## src/rtl/rrp_arbiter_burst_if.sv

```systemverilog
// Bundle between the per-source FWFT FIFOs, the burst arbiter and the SRAM FIFO.
// The arbiter uses the slave modport; sources and sink drive through master.
interface rrp_arbiter_burst_if #(
  parameter int unsigned WIDTH      = 6,
  parameter int unsigned DATA_WIDTH = 32,
  parameter int unsigned ID_WIDTH   = 4
);
  logic [WIDTH-1:0]            WRITE_REQ;
  logic [WIDTH-1:0]            HOLD_REQ;
  logic [WIDTH*DATA_WIDTH-1:0] DATA_IN;
  logic [WIDTH-1:0]            READ_GRANT;
  logic                        OUT_READY;
  logic                        WRITE_OUT;
  logic [DATA_WIDTH-1:0]       DATA_OUT;
  logic [ID_WIDTH-1:0]         GRANT_ID;

  modport slave (
    input  WRITE_REQ, HOLD_REQ, DATA_IN, OUT_READY,
    output READ_GRANT, WRITE_OUT, DATA_OUT, GRANT_ID
  );

  modport master (
    output WRITE_REQ, HOLD_REQ, DATA_IN, OUT_READY,
    input  READ_GRANT, WRITE_OUT, DATA_OUT, GRANT_ID
  );
endinterface

```

## src/rtl/rrp_arbiter_burst.sv

```systemverilog
// N-channel round-robin FIFO merger with burst limit, hold/preempt priority and a
// registered ready/valid output. Define ARB_CHANNEL_TAG_EN to tag DATA_OUT MSBs with the source.
module rrp_arbiter_burst #(
  parameter int unsigned WIDTH      = 6,
  parameter int unsigned DATA_WIDTH = 32,
  parameter int unsigned MAX_BURST  = 16,
  parameter int unsigned ID_WIDTH   = 4
) (
  input  logic                BUS_CLK,
  input  logic                BUS_RST,
  rrp_arbiter_burst_if.slave  bus
);

  localparam int unsigned IDX_W = $clog2(WIDTH);
  localparam int unsigned CNT_W = ($clog2(MAX_BURST + 1) < 1) ? 1 : $clog2(MAX_BURST + 1);
  localparam logic [CNT_W-1:0] BURST_MAX = CNT_W'(MAX_BURST);

  typedef enum logic {IDLE, GRANT} state_e;

  state_e                state_q, state_d;
  logic [IDX_W-1:0]      cur_q, cur_d;
  logic [IDX_W-1:0]      last_q, last_d;
  logic [CNT_W-1:0]      burst_q, burst_d;
  logic                  wout_q, wout_d;
  logic [DATA_WIDTH-1:0] dout_q, dout_d;
  logic [ID_WIDTH-1:0]   gid_q, gid_d;

  logic [IDX_W-1:0]      pick;
  logic [IDX_W-1:0]      rr_j;
  logic                  found;
  logic [WIDTH-1:0]      holders;
  logic [WIDTH-1:0]      cur_oh;
  logic [WIDTH-1:0]      grant_vec;
  logic                  cur_req, cur_hold, other_hold;
  logic                  load_en, grant;
  logic [CNT_W-1:0]      burst_inc;
  logic [DATA_WIDTH-1:0] data_sel;

  // Holders win outright (lowest index); otherwise rotate from the last winner.
  always_comb begin
    holders = bus.WRITE_REQ & bus.HOLD_REQ;
    pick    = '0;
    rr_j    = '0;
    found   = 1'b0;
    for (int unsigned i = 0; i < WIDTH; i++) begin
      if (holders[i] && !found) begin
        pick  = IDX_W'(i);
        found = 1'b1;
      end
    end
    for (int unsigned k = 1; k <= WIDTH; k++) begin
      rr_j = IDX_W'((32'(last_q) + k) % WIDTH);
      if (!found && bus.WRITE_REQ[rr_j]) begin
        pick  = rr_j;
        found = 1'b1;
      end
    end

    cur_oh         = '0;
    cur_oh[cur_q]  = 1'b1;
    cur_req        = bus.WRITE_REQ[cur_q];
    cur_hold       = bus.HOLD_REQ[cur_q];
    other_hold     = |(holders & ~cur_oh);

    load_en   = ~wout_q | bus.OUT_READY;
    grant     = (state_q == GRANT) && cur_req && load_en;
    grant_vec = grant ? cur_oh : '0;
    burst_inc = (burst_q == BURST_MAX) ? burst_q : burst_q + 1'b1;

    data_sel = bus.DATA_IN[cur_q*DATA_WIDTH +: DATA_WIDTH];
`ifdef ARB_CHANNEL_TAG_EN
    data_sel[DATA_WIDTH-1 -: ID_WIDTH] = ID_WIDTH'(cur_q);
`endif
  end

  always_comb begin
    state_d = state_q;
    cur_d   = cur_q;
    last_d  = last_q;
    burst_d = burst_q;
    wout_d  = wout_q;
    dout_d  = dout_q;
    gid_d   = gid_q;

    case (state_q)
      IDLE: begin
        if (|bus.WRITE_REQ) begin
          cur_d   = pick;
          last_d  = pick;
          burst_d = '0;
          state_d = GRANT;
        end
      end
      GRANT: begin
        // Limit and preemption are only evaluated on a granted word, so a stall never ends a tenure.
        if (!cur_req) begin
          state_d = IDLE;
        end else if (grant) begin
          burst_d = burst_inc;
          if (!cur_hold && (other_hold || ((MAX_BURST != 0) && (burst_inc == BURST_MAX))))
            state_d = IDLE;
        end
      end
      default: state_d = IDLE;
    endcase

    if (grant) begin
      wout_d = 1'b1;
      dout_d = data_sel;
      gid_d  = ID_WIDTH'(cur_q);
    end else if (wout_q && bus.OUT_READY) begin
      wout_d = 1'b0;
    end
  end

  always_ff @(posedge BUS_CLK) begin
    if (!BUS_RST) begin
      state_q <= IDLE;
      cur_q   <= '0;
      last_q  <= IDX_W'(WIDTH - 1);
      burst_q <= '0;
      wout_q  <= 1'b0;
      dout_q  <= '0;
      gid_q   <= '0;
    end else begin
      state_q <= state_d;
      cur_q   <= cur_d;
      last_q  <= last_d;
      burst_q <= burst_d;
      wout_q  <= wout_d;
      dout_q  <= dout_d;
      gid_q   <= gid_d;
    end
  end

  assign bus.READ_GRANT = grant_vec;
  assign bus.WRITE_OUT  = wout_q;
  assign bus.DATA_OUT   = dout_q;
  assign bus.GRANT_ID   = gid_q;

endmodule
```

## src/flat_wrapper.sv

```systemverilog
// flat-port wrapper written by rule: the top's interface ports become plain ports
module rrp_arbiter_burst_flat 
#(
  parameter int unsigned WIDTH      = 6,
  parameter int unsigned DATA_WIDTH = 32,
  parameter int unsigned MAX_BURST  = 16,
  parameter int unsigned ID_WIDTH   = 4
)
  (BUS_CLK, BUS_RST, bus_WRITE_REQ, bus_HOLD_REQ, bus_DATA_IN, bus_OUT_READY, bus_READ_GRANT, bus_WRITE_OUT, bus_DATA_OUT, bus_GRANT_ID);
  rrp_arbiter_burst_if #(.WIDTH(WIDTH), .DATA_WIDTH(DATA_WIDTH), .ID_WIDTH(ID_WIDTH)) bus_i ();
  input  logic BUS_CLK;
  input  logic BUS_RST;
  input wire logic [$bits(bus_i.WRITE_REQ)-1:0] bus_WRITE_REQ;
  input wire logic [$bits(bus_i.HOLD_REQ)-1:0] bus_HOLD_REQ;
  input wire logic [$bits(bus_i.DATA_IN)-1:0] bus_DATA_IN;
  input wire logic [$bits(bus_i.OUT_READY)-1:0] bus_OUT_READY;
  output wire logic [$bits(bus_i.READ_GRANT)-1:0] bus_READ_GRANT;
  output wire logic [$bits(bus_i.WRITE_OUT)-1:0] bus_WRITE_OUT;
  output wire logic [$bits(bus_i.DATA_OUT)-1:0] bus_DATA_OUT;
  output wire logic [$bits(bus_i.GRANT_ID)-1:0] bus_GRANT_ID;
  assign bus_i.WRITE_REQ = bus_WRITE_REQ;
  assign bus_i.HOLD_REQ = bus_HOLD_REQ;
  assign bus_i.DATA_IN = bus_DATA_IN;
  assign bus_i.OUT_READY = bus_OUT_READY;
  assign bus_READ_GRANT = bus_i.READ_GRANT;
  assign bus_WRITE_OUT = bus_i.WRITE_OUT;
  assign bus_DATA_OUT = bus_i.DATA_OUT;
  assign bus_GRANT_ID = bus_i.GRANT_ID;
  rrp_arbiter_burst #(.WIDTH(WIDTH), .DATA_WIDTH(DATA_WIDTH), .MAX_BURST(MAX_BURST), .ID_WIDTH(ID_WIDTH)) u_core (.BUS_CLK(BUS_CLK), .BUS_RST(BUS_RST), .bus(bus_i));
endmodule
```

## config.mk

```make
export PLATFORM = sky130hd
export DESIGN_NAME = rrp_arbiter_burst_flat
export DESIGN_NICKNAME = d
export VERILOG_FILES = /design/src/rtl/rrp_arbiter_burst_if.sv /design/src/rtl/rrp_arbiter_burst.sv /design/src/flat_wrapper.sv
export SDC_FILE = /design/constraint.sdc
export NUM_CORES = 1
export LEC_CHECK = 0
export CELL_PAD_IN_SITES_DETAIL_PLACEMENT = 1
export CELL_PAD_IN_SITES_GLOBAL_PLACEMENT = 1
export CORE_AREA = 2 2 137 139
export DETAILED_ROUTE_END_ITERATION = 7
export DIE_AREA = 0 0 139 141
export MAX_ROUTING_LAYER = met4
export PLACE_DENSITY = 0.78
export SETUP_SLACK_MARGIN = 0.02
export SLEW_MARGIN = 20
export SYNTH_ARGS = -nofsm -noshare
export SYNTH_HDL_FRONTEND = slang
export SYNTH_SLANG_ARGS = --single-unit
```

## constraint.sdc

```tcl
create_clock -name BUS_CLK -period 4.02 [get_ports BUS_CLK]
set_input_delay 1.005 -clock BUS_CLK [delete_from_list [all_inputs] [get_ports BUS_CLK]]
set_output_delay 1.005 -clock BUS_CLK [all_outputs]
set_load 0.05 [all_outputs]
```

### Yosys cells after proc, flatten, opt, wreduce, memory -nomap -nowiden

Cells that the tools add are included.

* latch bits: 0
* memory bits (writable): 0
* ROM bits: 0
* memories: 0
* input bits: 207
* logic and storage cells: 127
* register bits after elaboration: 48
* output and inout bits: 43

* equality and inequality tests: 5
* magnitude comparators: 8
* shift-type cells: 1
* multipliers: 0
* reduce and logical (&&, ||, !) cells: 34
* multiplexer cells: 53
* add/subtract/negate cells: 7
* divide/modulo/power cells: 6
* bitwise operators: 6

Operators by type and width (number)
* modulo 32 x 3 -> 32 bit, second input constant: 6
* indexed part select 192 x 9 -> 32 bit: 1
* < comparator 3 x 4 -> 1 bit, second input constant: 7
* 2-to-1 mux 1 bit: 27
* 2-to-1 mux 3 bit: 9
* binary-select mux 1 bit (select 3 bit): 8
* 2-to-1 mux 5 bit: 4
* logical AND 1 bit: 16
* adder 3 x 3 -> 4 bit, second input constant: 3
* AND 6 bit: 2
* zero test 1 bit: 12
* OR reduction 6 bit: 2
* == test 5 bit, second input constant: 2
* case mux 5 bit (2 select lines): 1
* adder 3 x 2 -> 4 bit, second input constant: 2
* 2-to-1 mux 6 bit: 1
* NOT 6 bit: 1
* adder 5 x 1 -> 5 bit, second input constant: 1
* adder 3 x 1 -> 4 bit, second input constant: 1
* != test 2 bit, second input constant: 2
* demux 1 bit (select 3 bit): 1
* >= comparator 3 x 1 -> 1 bit, second input constant: 1
* AND reduction 3 bit: 1
* 2-to-1 mux 2 bit: 1
* 7 further kinds: 8

### Logic depth before layout (Yosys ltp)

* depth after elaboration: 35
* depth in mapped cells: 15
* depth with buffers taken out: 13

### Least setup slack after synthesis

No wires, ideal clock.

* kind: register -> register
* start point: reg u_core.last_q[1]
* end point: reg u_core.cur_q[0]
* data arrival time: 3.780 ns
* path buffers: 1
* setup slack: 0.170 ns
* cell stages (with the launch flop): 15
* setup time: 0.070 ns
* required time: 3.950 ns
* period minus slack after synthesis: 3.850 ns
* cell sequence: dfxtp_1 -> clkbuf_1 -> inv_1 -> ha_1 -> a21oi_2 -> inv_1 -> ha_1 -> nand2b_1 -> o211ai_1 -> a21oi_1 -> a31o_1 -> a2111oi_4 -> or4b_1 -> a221o_1 -> a21boi_1

* longest elaborated chain between the ends: 21

RTL lines
* from (decl): line rrp_arbiter_burst.sv:22 `logic [IDX_W-1:0] last_q, last_d;`
* from (signal assigned): line rrp_arbiter_burst.sv:120 `last_q <= IDX_W'(WIDTH - 1);`
* from (signal assigned): line rrp_arbiter_burst.sv:128 `last_q <= last_d;`
* adder 3 x 1 -> 4 bit: line rrp_arbiter_burst.sv:52 `rr_j = IDX_W'((32'(last_q) + k) % WIDTH);`
* modulo 32 x 3 -> 32 bit: line rrp_arbiter_burst.sv:52
* binary-select mux 1 bit (select 3 bit): line rrp_arbiter_burst.sv:53 `if (!found && bus.WRITE_REQ[rr_j]) begin`
* 2-to-1 mux 1 bit (implied by the code): line rrp_arbiter_burst.sv:53
* logical AND 1 bit: line rrp_arbiter_burst.sv:53
* 2-to-1 mux 1 bit: line rrp_arbiter_burst.sv:53
* zero test 1 bit: line rrp_arbiter_burst.sv:53
* logical AND 1 bit: line rrp_arbiter_burst.sv:53
* [5 not listed]
* logical AND 1 bit: line rrp_arbiter_burst.sv:53
* 2-to-1 mux 1 bit: line rrp_arbiter_burst.sv:53
* zero test 1 bit: line rrp_arbiter_burst.sv:53
* logical AND 1 bit: line rrp_arbiter_burst.sv:53
* 2-to-1 mux 1 bit: line rrp_arbiter_burst.sv:53
* zero test 1 bit: line rrp_arbiter_burst.sv:53
* logical AND 1 bit: line rrp_arbiter_burst.sv:53
* 2-to-1 mux 3 bit *: line rrp_arbiter_burst.sv:53
* to (signal assigned): line rrp_arbiter_burst.sv:127 `cur_q <= cur_d;`
* to (decl): line rrp_arbiter_burst.sv:21 `logic [IDX_W-1:0] cur_q, cur_d;`

Mark *: on every way between the ends. The rest lies on a longest branch, timed or not. The select of a mux whose other input is x is not followed.
A chain may end at the register's enable or synchronous reset.

### Worst setup path after layout

* start point: in bus_WRITE_REQ[5]
* end point: out bus_READ_GRANT[0]

* longest elaborated chain between the ends: 5

RTL lines
* from (decl): line flat_wrapper.sv:13 `input wire logic [$bits(bus_i.WRITE_REQ)-1:0] bus_WRITE_REQ;`
* binary-select mux 1 bit (select 3 bit): line rrp_arbiter_burst.sv:61 `cur_req = bus.WRITE_REQ[cur_q];`
* 2-to-1 mux 1 bit (implied by the code): line rrp_arbiter_burst.sv:61
* logical AND 1 bit (2 in a row): line rrp_arbiter_burst.sv:66 `grant = (state_q == GRANT) && cur_req && load_en;`
* 2-to-1 mux 6 bit: line rrp_arbiter_burst.sv:67 `grant_vec = grant ? cur_oh : '0;`
* to (decl): line flat_wrapper.sv:17 `output wire logic [$bits(bus_i.READ_GRANT)-1:0] bus_READ_GRANT;`

Every way passes these cells. The select of a mux whose other input is x is not followed.

==> metrics.md <==
| Metric | Value |
|---|---|
| Crit path arrival time | 2.77 ns |
| Largest net degree at the start of global routing | 60 |
| Busiest grt layer | met2 |
| Dpl cells | 972 |
| Syn nets | 727 |
| Warnings, synthesis | 0 |
| First-pass GRT wire length | 30.8 mm |
| Post-Syn Area | 0.00408 mm² |
| Hold buffer count at cts | 0 |
| Measured slew at the worst slew-check pin | 0.684 ns |
| Initial core utilization | 22.3% |
| Met2 Use GR | 36.2% |
| Detailed-route wire length per cell | 20.7 µm |
| Fin. max-slew vios | 0 |
| Met3 GRT Util | 5.20% |
| Combinational share of power | 55.9% |
| Status | finished, final reports clean |
| CP endpoint kind | primary output |
| Maximum fanout along the worst path | 12 |
| Final worst slack | 0.240 ns |
| Power, Total | 2.62 mW |
| Sw power | 1.10 mW |
| Area leader, netlist | dfxtp_1 |
| Fin. Hold Viols | 0 |
| Port buffer count | 248 |
| Netlist cell types | 64 |
| Worst VDD drop | 0.197 mV |
| Syn avg cell area | 8.08 µm² |
| DIE AREA | 0.0196 mm² |
| Worst path required time | 3.01 ns |
| Final setup violation count | 0 |
| Clock Latency Late Sink | 0.30 ns |
| PwrDens | 365 mW/mm² |
| DR iter-0 viols | 218 |
| Tcrit/Tclk final | 94.0% |
| Post-route cell area | 0.00719 mm² |
| Clock group share of total power | 22.0% |
| Switching Share | 41.8% |
| Fraction of layout cells with a size suffix above 1 | 8.71% |
| Synth Instances | 505 |
| Lkg Pwr | 2.90 nW |
| Final GP Congestion | 0.836 |
| Post-place instance area | 0.00698 mm² |
| Max Cap Viol | 0 |
| Commonest register cell after synthesis | dfxtp_1 |
| Residual DRC | 0 |
| Routed Antenna Nets | 0 |
| Unrepaired setup endpoints after global routing | false |
| Initial antenna violation count | 5 |
| Vias per cell | 5.26 |
| Number of CTS-inserted buffers | 5 |
| Rel. slew slack | 54.2% |
| Setup TNS | 0 ns |
| GR met1 Demand/Resource | 23.1% |
| DP HPWL | 15.9 mm |
| Crit start category | input pin |
| Ys async rst share | 0% |
| Hold Path Class | flop to flop |
| Io pins | 250 |
| Post-synth EDFFs | 0 |
| # clock sinks | 47 |
| Clock skew | 0.00997 ns |
| Sequential Power Share | 22.2% |
| Longest Clk Path Bufs | 2 |
| Die H | 141 µm |
| Root Driver | clkbuf_16 |
| Row Count | 50 |
| Vias | 5184 |
| Synthesis-stage register bit count | 47 |
| Ranking of synthesized cells by area | dfxtp_1, a22oi_1, o211a_1, nand4_1, ha_1 |
| Pre-CTS WS | 0.0718 ns |
| Fin cells | 985 |
| Most frequent cells in the layout | clkdlybuf4s50_1, a22oi_1, dfxtp_1 |
| CTS tree | built |
| Number of global-route vias before repair | 5511 |
| Remaining global-route overflow | 0 |
| Area Growth Syn to Fin | 76.0% |
| Cell-internal power | 1.53 mW |
| Final hold slack | 0.467 ns |
| GR Util All Layers | 20.5% |
| Top cell type's share of synthesized area | 23.0% |
| Layout Nets | 967 |
| H-tree depth | 2 |
| Core Area | 0.0183 mm² |
| Worst-path clk slew | 0.07 ns |
| Final Util | 39.3% |
| Post CTS Setup Buffer Count | 0 |
| FMAX | 265 MHz |
| Final WL | 20.4 mm |
| Sequential share of the synthesized area | 23.0% |
| Setup Crit Path Kind | input pin to primary output |
| Leading cell type in the layout, fill and taps excluded | clkdlybuf4s50_1 |
| DIE WIDTH | 139 µm |
| Fin crit period | 3.78 ns |
| DR pass1 iterations | 5 |
[cells in the mapped netlist, types with 3 or more instances]
cell	instances
a211oi_1	4
a21boi_0	6
a21oi_1	17
a22o_1	3
a22oi_1	102
a31o_2	3
a31oi_1	5
a32oi_1	3
and2_1	7
and3_1	4
buf_1	3
buf_2	4
clkbuf_1	34
dfxtp_1	47
ha_1	15
inv_1	11
mux2_2	3
mux2i_1	7
nand2_1	32
nand2b_1	8
nand3_1	6
nand3b_1	5
nand4_1	35
nor2_1	15
nor2b_1	10
nor3_1	9
nor3b_1	4
o211a_1	33
o211ai_1	4
o21ai_0	14
o22ai_1	5
or3_1	4
xnor2_1	3
[critical path, cell delays in order]
cell and delay (ns):
clkdlybuf4s50_1 0.54, buf_4 0.15, a22oi_1 0.08, a31o_2 0.31
nor2_4 0.30, and2_1 0.23, buf_12 0.15
[registers in the layout, summed over array words and instances, names as in the netlist]
name	cells
u_core.bus.WRITE_OUT	1
u_core.cur_q	2
u_core.burst_q	5
u_core.last_q	3
u_core.state_q	1
u_core.bus.DATA_OUT	32
u_core.bus.GRANT_ID	3
[timing repair]
item,CTS,global route
resized for setup,0,1
endpoints found under the setup margin,0,2
endpoints found under the hold margin,0,0
[cell type report]
class / count / area, µm²
Timing Repair Buffer: 277 / 2760
Clock buffer: 5 / 125
Inverter: 13 / 48.8
Tap cell: 234 / 293
Sequential cell: 47 / 942
Antenna cell: 5 / 12.5
Fill cell: 2165 / 11100
Clock inverter: 3 / 71.3
Multi-Input combinational cell: 401 / 2940
[power groups by stage]
stage / Sequential, mW / Clock [mW] / Combinational (mW)
4_1_cts: 0.582 / 0.587 / 1.47
5_1_grt: 0.590 / 0.608 / 1.58
2_1_floorplan: 0.759 / 0 / 0.684
3_5_place_dp: 0.592 / 0 / 1.47
6_report: 0.582 / 0.576 / 1.47
3_3_place_gp: 0.588 / 0 / 1.45
[layer usage]
layer | part of all wire, % | wire length (µm)
met5 | 0 | 0
met4 | 2.4 | 498
met3 | 6.7 | 1360
met2 | 50 | 10300
met1 | 40 | 8220
[cells by family (layout without fill, tap and decap cells)]
kind of cell | Yosys count | in the layout | synth area share (%)
compound gates | 220 | 220 | 41.6
xor+xnor | 6 | 6 | 1.93
fa+ha+maj | 15 | 15 | 4.60
buf+inv | 57 | 298 | 5.73
flops | 47 | 47 | 23.0
mux | 10 | 10 | 2.54
other cells | 1 | 6 | 0.0919
simple gates | 149 | 149 | 20.4
[final timing paths]
check / from / depth (start not counted) / to / slack [ns]
worst max-delay path: bus_WRITE_REQ[5] / 7 / bus_READ_GRANT[0] / 0.24
worst min-delay path: u_core.bus.GRANT_ID[2]$_SDFFE_PN0P_ / 2 / u_core.bus.GRANT_ID[2]$_SDFFE_PN0P_ / 0.47
worst max register to register: u_core.last_q[0]$_SDFFE_PN1P_ / 13 / u_core.last_q[0]$_SDFFE_PN1P_ / 0.35
worst min register to register: u_core.bus.GRANT_ID[2]$_SDFFE_PN0P_ / 2 / u_core.bus.GRANT_ID[2]$_SDFFE_PN0P_ / 0.47
Note: power is estimated with default switching activity, not from simulation.
